===== src/rtl/mano_seq_pkg.sv =====
// Shared constants for the Mano basic-computer sequence counter.
// Optional interrupt cycle is enabled with macro MANO_SEQ_INTR_CYCLE_EN.
package mano_seq_pkg;

  localparam int SC_W   = 4;
  localparam int T_W    = 1 << SC_W;
  localparam int PH_W   = 3;

  // IR[14:12] value shared by register-reference and I/O instructions;
  // these never take an indirect cycle.
  localparam logic [2:0] OPC_RR_IO = 3'd7;

  typedef enum logic [PH_W-1:0] {
    PH_FETCH    = 3'd0,
    PH_DECODE   = 3'd1,
    PH_INDIRECT = 3'd2,
    PH_EXECUTE  = 3'd3,
    PH_INTR     = 3'd4,
    PH_HALT     = 3'd5
  } phase_t;

endpackage


===== src/rtl/mano_seq_decoder.sv =====
// 4-to-16 one-hot decoder with enable: produces the T0..T15 timing signals.
module mano_seq_decoder
  import mano_seq_pkg::*;
(
  input  logic [SC_W-1:0] sel,
  input  logic            en,
  output logic [T_W-1:0]  y
);

  // One-hot decode, all-zero when disabled.
  always_comb begin
    y = '0;
    if (en) y[sel] = 1'b1;
  end

endmodule


===== src/rtl/mano_sequencer.sv =====
// Mano basic-computer sequence counter and instruction-cycle phase tracker.
// Define MANO_SEQ_INTR_CYCLE_EN to include the interrupt cycle (R flag,
// RT0..RT2, intr_ack); otherwise INTR is unreachable.
module mano_sequencer
  import mano_seq_pkg::*;
(
  input  logic             clk_1hz,
  input  logic             reset,
  input  logic             fsm_clk_enable,
  input  logic             sc_clr,
  input  logic             hlt,
  input  logic             start,
  input  logic [2:0]       ir_opcode,
  input  logic             ir_i,
  input  logic             ien,
  input  logic             fgi,
  input  logic             fgo,
  output logic [T_W-1:0]   t,
  output logic [SC_W-1:0]  sc,
  output logic [PH_W-1:0]  phase,
  output logic             r_flag,
  output logic             intr_ack,
  output logic             instr_done,
  output logic             halted,
  output logic             sc_overflow
);

  phase_t state;
  logic   intr_req;

`ifdef MANO_SEQ_INTR_CYCLE_EN
  assign intr_req = ien & (fgi | fgo);
`else
  logic unused_intr_inputs;
  assign intr_req           = 1'b0;
  assign unused_intr_inputs = ^{ien, fgi, fgo};
`endif

  assign phase = state;

  mano_seq_decoder u_dec (
    .sel (sc),
    .en  (~halted),
    .y   (t)
  );

  // Sequencer state machine: sc, phase, flags and one-cycle pulses.
  always_ff @(posedge clk_1hz or negedge reset) begin
    if (!reset) begin
      sc          <= '0;
      state       <= PH_FETCH;
      r_flag      <= 1'b0;
      halted      <= 1'b0;
      sc_overflow <= 1'b0;
      intr_ack    <= 1'b0;
      instr_done  <= 1'b0;
    end else begin
      instr_done <= 1'b0;
      intr_ack   <= 1'b0;
      if (fsm_clk_enable) begin
        if (halted) begin
          // Only start can leave HALT; sc_clr and hlt are ignored.
          if (start) begin
            halted <= 1'b0;
            state  <= PH_FETCH;
            sc     <= '0;
          end
        end else begin
          // Interrupt request is latched only after the fetch timing slots.
          if (intr_req && state != PH_INTR && sc > 4'd2) r_flag <= 1'b1;

          if (hlt) begin
            sc         <= '0;
            state      <= PH_HALT;
            halted     <= 1'b1;
            instr_done <= 1'b1;
          end else if (state == PH_INTR) begin
            // RT0..RT2, then back to fetch; sc_clr has no effect here.
            if (sc == 4'd2) begin
              sc       <= '0;
              r_flag   <= 1'b0;
              state    <= PH_FETCH;
              intr_ack <= 1'b1;
            end else begin
              sc <= sc + 4'd1;
            end
          end else if (sc_clr) begin
            sc         <= '0;
            state      <= r_flag ? PH_INTR : PH_FETCH;
            instr_done <= 1'b1;
          end else if (sc == 4'd15) begin
            sc          <= '0;
            sc_overflow <= 1'b1;
            state       <= PH_FETCH;
          end else begin
            sc <= sc + 4'd1;
            case (state)
              PH_FETCH:    if (sc == 4'd1) state <= PH_DECODE;
              PH_DECODE:   state <= (ir_opcode != OPC_RR_IO && ir_i) ? PH_INDIRECT
                                                                      : PH_EXECUTE;
              PH_INDIRECT: state <= PH_EXECUTE;
              default:     state <= state;
            endcase
          end
        end
      end
    end
  end

endmodule


===== config.mk =====
export PLATFORM = sky130hd
export DESIGN_NAME = mano_sequencer
export DESIGN_NICKNAME = d
export VERILOG_FILES = /design/src/rtl/mano_seq_pkg.sv /design/src/rtl/mano_seq_decoder.sv /design/src/rtl/mano_sequencer.sv
export SDC_FILE = /design/constraint.sdc
export NUM_CORES = 1
export LEC_CHECK = 0
export BUFFER_PORTS_ARGS = -buffer_cell sky130_fd_sc_hd__buf_2
export CORE_UTILIZATION = 40
export DETAILED_ROUTE_END_ITERATION = 12
export PLACE_DENSITY = 0.73
export SETUP_SLACK_MARGIN = 0.2
export SLEW_MARGIN = 20
export SYNTH_ARGS = -nofsm -noshare
export SYNTH_HDL_FRONTEND = slang
export SYNTH_SLANG_ARGS = --single-unit

===== constraint.sdc =====
create_clock -name clk_1hz -period 3.1 [get_ports clk_1hz]
set_input_delay 0.155 -clock clk_1hz [delete_from_list [all_inputs] [get_ports clk_1hz]]
set_output_delay 0.155 -clock clk_1hz [all_outputs]
set_load 0.01 [all_outputs]

## Yosys cells after proc, flatten, opt, wreduce, memory -nomap -nowiden

Index checks and enable logic that the tools add are counted.

| storage, ports and cells | value |
|---|---|
| flip-flop bits (word level) | 11 |
| bits of input ports | 13 |
| output and inout bits | 28 |

| cells by class | value |
|---|---|
| $add $sub $neg | 1 |
| $lt $le $gt $ge | 2 |
| eq/ne operators | 10 |
| muxes and demuxes | 33 |
| bitwise operators | 4 |
| reduce and logical (&&, ||, !) cells | 7 |

Operator list:

| kind | number |
|---|---|
| $mux W4 | 7 |
| $mux W3 | 8 |
| $mux W16 | 1 |
| $mux W1 | 15 |
| $pmux W3 S3 | 1 |
| $reduce_bool A8 Y1 | 1 |
| $ne A7 B7 Y1 const B | 1 |
| $reduce_and A6 Y1 | 1 |
| $lt A4 B5 Y1 const B | 1 |
| $reduce_and A5 Y1 | 1 |
| $add A4 B1 Y4 const B | 1 |
| $demux W1 S4 | 1 |
| $eq A4 B1 Y1 const B | 1 |
| $eq A4 B2 Y1 const B | 1 |
| $eq A4 B4 Y1 const B | 1 |
| $ge A4 B1 Y1 const B | 1 |
| $ne A4 B3 Y1 const B | 1 |
| $not A1 Y1 | 4 |
| $eq A3 B1 Y1 const B | 1 |
| $eq A3 B2 Y1 const B | 1 |
| $eq A3 B3 Y1 const B | 1 |
| $logic_not A3 Y1 | 1 |
| $ne A3 B3 Y1 const B | 1 |
| $logic_and A1 B1 Y1 | 2 |
| other kinds (2) | 2 |

## Logic depth before layout (Yosys ltp)

| depth | value |
|---|---|
| depth in word-level cells | 9 |
| mapped depth | 6 |
| mapped depth without buffers | 6 |

## Hierarchy

Synthesis repeated with hierarchy kept, for this count alone.

| unflattened totals | value |
|---|---|
| cell total of the unflattened synthesis | 97 |
| area, all modules | 808.3 µm² |

Modules (own cells, without submodules):

| module | instances | cells an instance | area an instance (µm²) | seq. area each (µm²) |
|---|---|---|---|---|
| mano_sequencer | 1 | 74 | 690.7 | 275.3 |
| mano_seq_decoder | 1 | 23 | 117.6 | 0.0 |

## Worst setup path before layout

Ideal clock, no wire load.

| timing path | value |
|---|---|
| path kind | register -> register |
| start | reg sc[0] |
| end | reg state[0] (netlist: phase[0]) |
| setup time | 0.079 ns |
| arrival time | 1.537 ns |
| slack | 1.484 ns |
| stages on the path, launching flop included | 7 |
| buffers on the path | 0 |
| clock period less this slack | 1.616 ns |
| cell sequence | dfrtp_1 -> inv_1 -> ha_1 -> nor3b_4 -> nor3_4 -> a211oi_2 -> mux2i_1 |

| on the way | value |
|---|---|
| longest elaborated chain between the ends | 6 |
| elaborated cells on any way between the ends | 12 |
| classes of those cells | eq/ne: 5; mux: 5; reduce/logical: 2 |

Ends and longest elaborated chain:

| what | RTL line | text |
|---|---|---|
| from (decl) | mano_sequencer.sv:19 | `output logic [SC_W-1:0] sc,` |
| from (signal assigned) | mano_sequencer.sv:85 | `sc <= sc + 4'd1;` |
| from (signal assigned) | mano_sequencer.sv:96 | `sc <= sc + 4'd1;` |
| $eq A4 B4 Y1 | mano_sequencer.sv:91 | `end else if (sc == 4'd15) begin` |
| $mux W3 | mano_sequencer.sv:91 |  |
| $mux W3 | mano_sequencer.sv:87 | `end else if (sc_clr) begin` |
| $mux W3 | mano_sequencer.sv:77 | `end else if (state == PH_INTR) begin` |
| $mux W3 | mano_sequencer.sv:72 | `if (hlt) begin` |
| $mux W3 | mano_sequencer.sv:61 | `if (halted) begin` |
| to (signal assigned) | mano_sequencer.sv:89 | `state <= r_flag ? PH_INTR : PH_FETCH;` |
| to (signal assigned) | mano_sequencer.sv:99 | `PH_DECODE: state <= (ir_opcode != OPC_RR_IO && ir_i) ? PH_INDIRECT` |
| to (signal assigned) | mano_sequencer.sv:102 | `default: state <= state;` |
| to (decl) | mano_sequencer.sv:28 | `phase_t state;` |

Several ways; a longest one is shown, not always the timed one.
A chain may end at the register's enable or synchronous reset.

## Worst setup path after layout

| timing path | value |
|---|---|
| start | reg sc[0] |
| end | reg sc[0] |

| on the way | value |
|---|---|
| longest elaborated chain between the ends | 6 |
| elaborated cells on any way between the ends | 9 |
| classes of those cells | add/sub: 1; eq/ne: 2; mux: 6 |

Ends and longest elaborated chain:

| what | RTL line |
|---|---|
| $add A4 B1 Y4 / $eq A4 B4 Y1 (equally long branches) | mano_sequencer.sv:85, mano_sequencer.sv:96, mano_sequencer.sv:91 |
| $mux W4 | mano_sequencer.sv:91 |
| $mux W4 | mano_sequencer.sv:87 |
| $mux W4 * | mano_sequencer.sv:77 |
| $mux W4 * | mano_sequencer.sv:72 |
| $mux W4 * | mano_sequencer.sv:61 |

Mark *: on every way between the ends. The rest lies on a longest branch, timed or not.

==> summary.md <==
| Metric | Value |
|---|---|
| Final period utilization | `58.49%` |
| Fraction of synthesized cell area in xor and xnor cells | `0%` |
| Clk_lat worst skew | `270 ps` |
| Fraction of the mapped netlist area in adder cells | `5.731%` |
| Worst setup path class | `register to register` |
| Root cell of the clock tree | `sky130_fd_sc_hd__clkbuf_4` |
| Final ANT Viol Nets | `0` |
| Critical path capture point type | `register` |
| Clock tree from TritonCTS | `yes` |
| Run status | `finished clean` |
| Layout overhead on the synthesized area | `26.07%` |
| Cell at the slowest stage of the critical path | `sky130_fd_sc_hd__dfrtp_1` |
| Final-layout setup total negative slack | `0 ps` |
| Routed wire per std cell | `12.31 um` |
| Worst Tran Pin Value | `543.5 ps` |
| # H-tree levels | `1` |
| Leading cell type in the layout, fill and taps excluded | `sky130_fd_sc_hd__buf_2` |
| Y dimension of the die | `48.73 um` |
| RSZ-0062 raised after global routing | `false` |
| Post-synthesis simple-gate area fraction | `41.55%` |
| Critical Path Start Type | `register` |
| Final wirelength | `2.130 mm` |
| Number of top-level pins | `41` |
| Mux share of post-synthesis cell area | `1.146%` |
| Mean area per synthesized cell | `7.939 um^2` |
| Cell breakdown of the critical path | `ha_1, and3_1, nor3_1, o21ai_0, o21ai_1` |
| Skew final | `3.322 ps` |
| Initial Utilization | `43.63%` |
| Worst Hold Class | `primary input to register` |
| # clock sinks | `11` |
| Met2 GRT Util | `30.32%` |
| Site row count | `16` |
| Peak Freq | `551.5 MHz` |
| Main combinational cell family by area after synthesis | `simple AND/OR/NAND/NOR gates` |
| Clock slew seen by the registers of the worst setup and hold paths | `70 ps` |
| Max Slew Vio Count | `0` |
| Die span in x | `48.73 um` |
| Family with the most delay on the worst path | `simple AND/OR/NAND/NOR gates` |
| Worst hold slack | `82.68 ps` |
| Number of antenna violations at the first check in global routing | `0` |
| Compound-gate portion of the synthesized area | `15.33%` |
| Crit Path Max Fanout | `7` |
| Via count | `927` |
| Iteration count of the initial detailed-routing pass | `4` |
| Ratio of total power to cell area | `413.2 mW/mm^2` |
| CP peak stage delay | `450 ps` |
| Post-synth design cell area | `873.3 um^2` |
| Number of design-rule violations left by the first detailed-router iteration | `35` |
| Number of instances in the synthesized netlist | `110` |
| Net count of the finished layout | `164` |
| Sequential fraction of the synthesis area | `31.52%` |
| Inserted Clock Buffers | `3` |
| Number of max-cap violations | `0` |
| DR vias/cell | `5.358` |
| Core Region | `0.002002 mm^2` |
| Slew headroom | `63.49%` |
| Grt peak-use layer | `met2` |
| Max VDD drop | `0.4332 mV` |
| Maximum number of pins on one net before global-route repair | `19` |
| HPWL reported at the end of detailed placement | `1.609 mm` |
| Share of layout cells above drive strength 1 | `31.51%` |
| Final setup violation count | `0` |
| Count of cell types in the netlist | `37` |
| Maximum clock path buffer count | `2` |
| Commonest non-fill, non-tap cells in the layout | `sky130_fd_sc_hd__buf_2 (36), sky130_fd_sc_hd__nor2_1 (16), sky130_fd_sc_hd__nand2_1 (12)` |
| Count of buffers inserted at the top-level ports | `36` |
| First-pass GRT wire length | `3.574 mm` |
| Final hold violation count | `0` |
| Static leakage | `0.5476 nW` |
| Total routing resource utilization after global routing | `19.87%` |
| Diodes inserted | `0` |
| Flip-flop and latch count after synthesis | `11` |
| Critical path buffers and inverters | `0` |
| Net Count, Synth | `127` |
| GRT Residual Overflow | `0` |
| DRC violations left | `0` |
| Data arrival, critical path | `2020 ps` |
| Final Critical Period | `1813 ps` |
| Global-route met3 utilization | `5.660%` |
| Final RePlAce weighted congestion | `0.9075` |
| WP data required | `3300 ps` |
| Met1 usage in global routing | `24.75%` |
| Number of synthesis warnings | `0` |
| Die ar. | `0.002374 mm^2` |
| Vias in the first global route | `806` |
==> final timing paths <==
path / start / to / slack [ps] / cells after the start
max: sc[0] / sc[0] / 1290 / 5
min: start / halted / 80 / 2
max reg2reg: sc[0] / sc[0] / 1290 / 5
min reg2reg: sc_overflow / sc_overflow / 480 / 1
max in group asynchronous: reset / sc[2] / 2620 / 2
min in group asynchronous: reset / phase[2] / 270 / 2
==> flip-flops by register name, indices dropped and copies added (netlist names) <==
register / count
instr_done: 1
halted: 1
intr_ack: 1
sc: 4
sc_overflow: 1
phase: 3
==> final cells by class <==
class	count	area, um^2
clock buffers	4	26.28
repair buffers	37	190.2
multi-input cells	90	560.5
inverters	4	15.01
well taps	27	33.78
fillers	206	900.9
flip-flops and latches	11	275.3
==> what timing repair did <==
| action | CTS | global route |
|---|---|---|
| setup buffers | 0 | 0 |
| resized for setup | 0 | 0 |
| endpoints found under the hold margin | 11 | 0 |
| hold buffers | 1 | 0 |
==> cell families (layout without fill, tap and decap cells) <==
kind of cell,count (synthesis),in the layout
and+or+nand+nor,64,64
AOI/OAI and AO/OA,20,20
DFF,11,11
buffers and inverters,9,45
adders and majority gates,4,4
other,1,1
muxes,1,1
==> stage by stage <==
stage	cell area, um^2	util, %	setup slack [ps]	std cells	power, W
CTS	1101	55.00	1278	173	0.0004570
finish	1101	55.00	1287	173	0.0004550
floorplan	873.3	-	1484	110	0.0003029
global route	1101	55.00	1135	173	0.0004915
global placement	1065	53.19	1376	168	0.0003539
detailed placement	1065	53.19	1329	168	0.0003577
==> synth_stat cells <==
library cell / number / area, um^2
sky130_fd_sc_hd__and4b_1: 1 / 10.01
sky130_fd_sc_hd__nand3_1: 2 / 10.01
sky130_fd_sc_hd__nor3b_4: 1 / 18.77
sky130_fd_sc_hd__clkbuf_1: 4 / 15.01
sky130_fd_sc_hd__nor3b_2: 1 / 12.51
sky130_fd_sc_hd__inv_1: 4 / 15.01
sky130_fd_sc_hd__and2_1: 2 / 12.51
sky130_fd_sc_hd__and3_1: 2 / 12.51
sky130_fd_sc_hd__nor3b_1: 2 / 15.01
sky130_fd_sc_hd__nand2_1: 12 / 45.04
sky130_fd_sc_hd__nor3_1: 8 / 40.04
sky130_fd_sc_hd__nor2_1: 16 / 60.06
sky130_fd_sc_hd__a21oi_1: 4 / 20.02
sky130_fd_sc_hd__nor4_1: 2 / 12.51
sky130_fd_sc_hd__or3_1: 1 / 6.260
sky130_fd_sc_hd__or3b_4: 1 / 11.26
sky130_fd_sc_hd__o2bb2ai_1: 1 / 8.760
sky130_fd_sc_hd__o221ai_1: 2 / 17.52
sky130_fd_sc_hd__or2_2: 1 / 6.260
sky130_fd_sc_hd__o31ai_1: 1 / 7.510
sky130_fd_sc_hd__o22ai_1: 1 / 6.260
sky130_fd_sc_hd__mux2i_1: 1 / 10.01
sky130_fd_sc_hd__conb_1: 1 / 3.750
sky130_fd_sc_hd__a31o_2: 1 / 8.760
sky130_fd_sc_hd__nand2b_1: 8 / 50.05
sky130_fd_sc_hd__nor2b_1: 1 / 6.260
sky130_fd_sc_hd__a211oi_1: 1 / 7.510
sky130_fd_sc_hd__o21ai_1: 1 / 5.000
sky130_fd_sc_hd__a31oi_1: 2 / 12.51
sky130_fd_sc_hd__nor3_4: 1 / 16.27
sky130_fd_sc_hd__dfrtp_1: 11 / 275.3
sky130_fd_sc_hd__o21ai_0: 4 / 20.02
sky130_fd_sc_hd__ha_1: 4 / 50.05
sky130_fd_sc_hd__o211ai_1: 1 / 7.510
sky130_fd_sc_hd__a211oi_2: 1 / 12.51
sky130_fd_sc_hd__buf_4: 1 / 7.510
sky130_fd_sc_hd__nor4b_1: 2 / 17.52
==> per-layer routing <==
metal	routed length (um)	vias to the layer above
li1	-	461
met1	923	414
met2	985	47
met3	182	5
met4	38	0
met5	0	-
==> report_power, final <==
part	switching, W	internal, W
sequential	0.0000369	0.000159
clock	0.0000469	0.0000499
combinational	0.0000915	0.0000705
total	0.000175	0.000280
(Power assumes the default switching activity.)
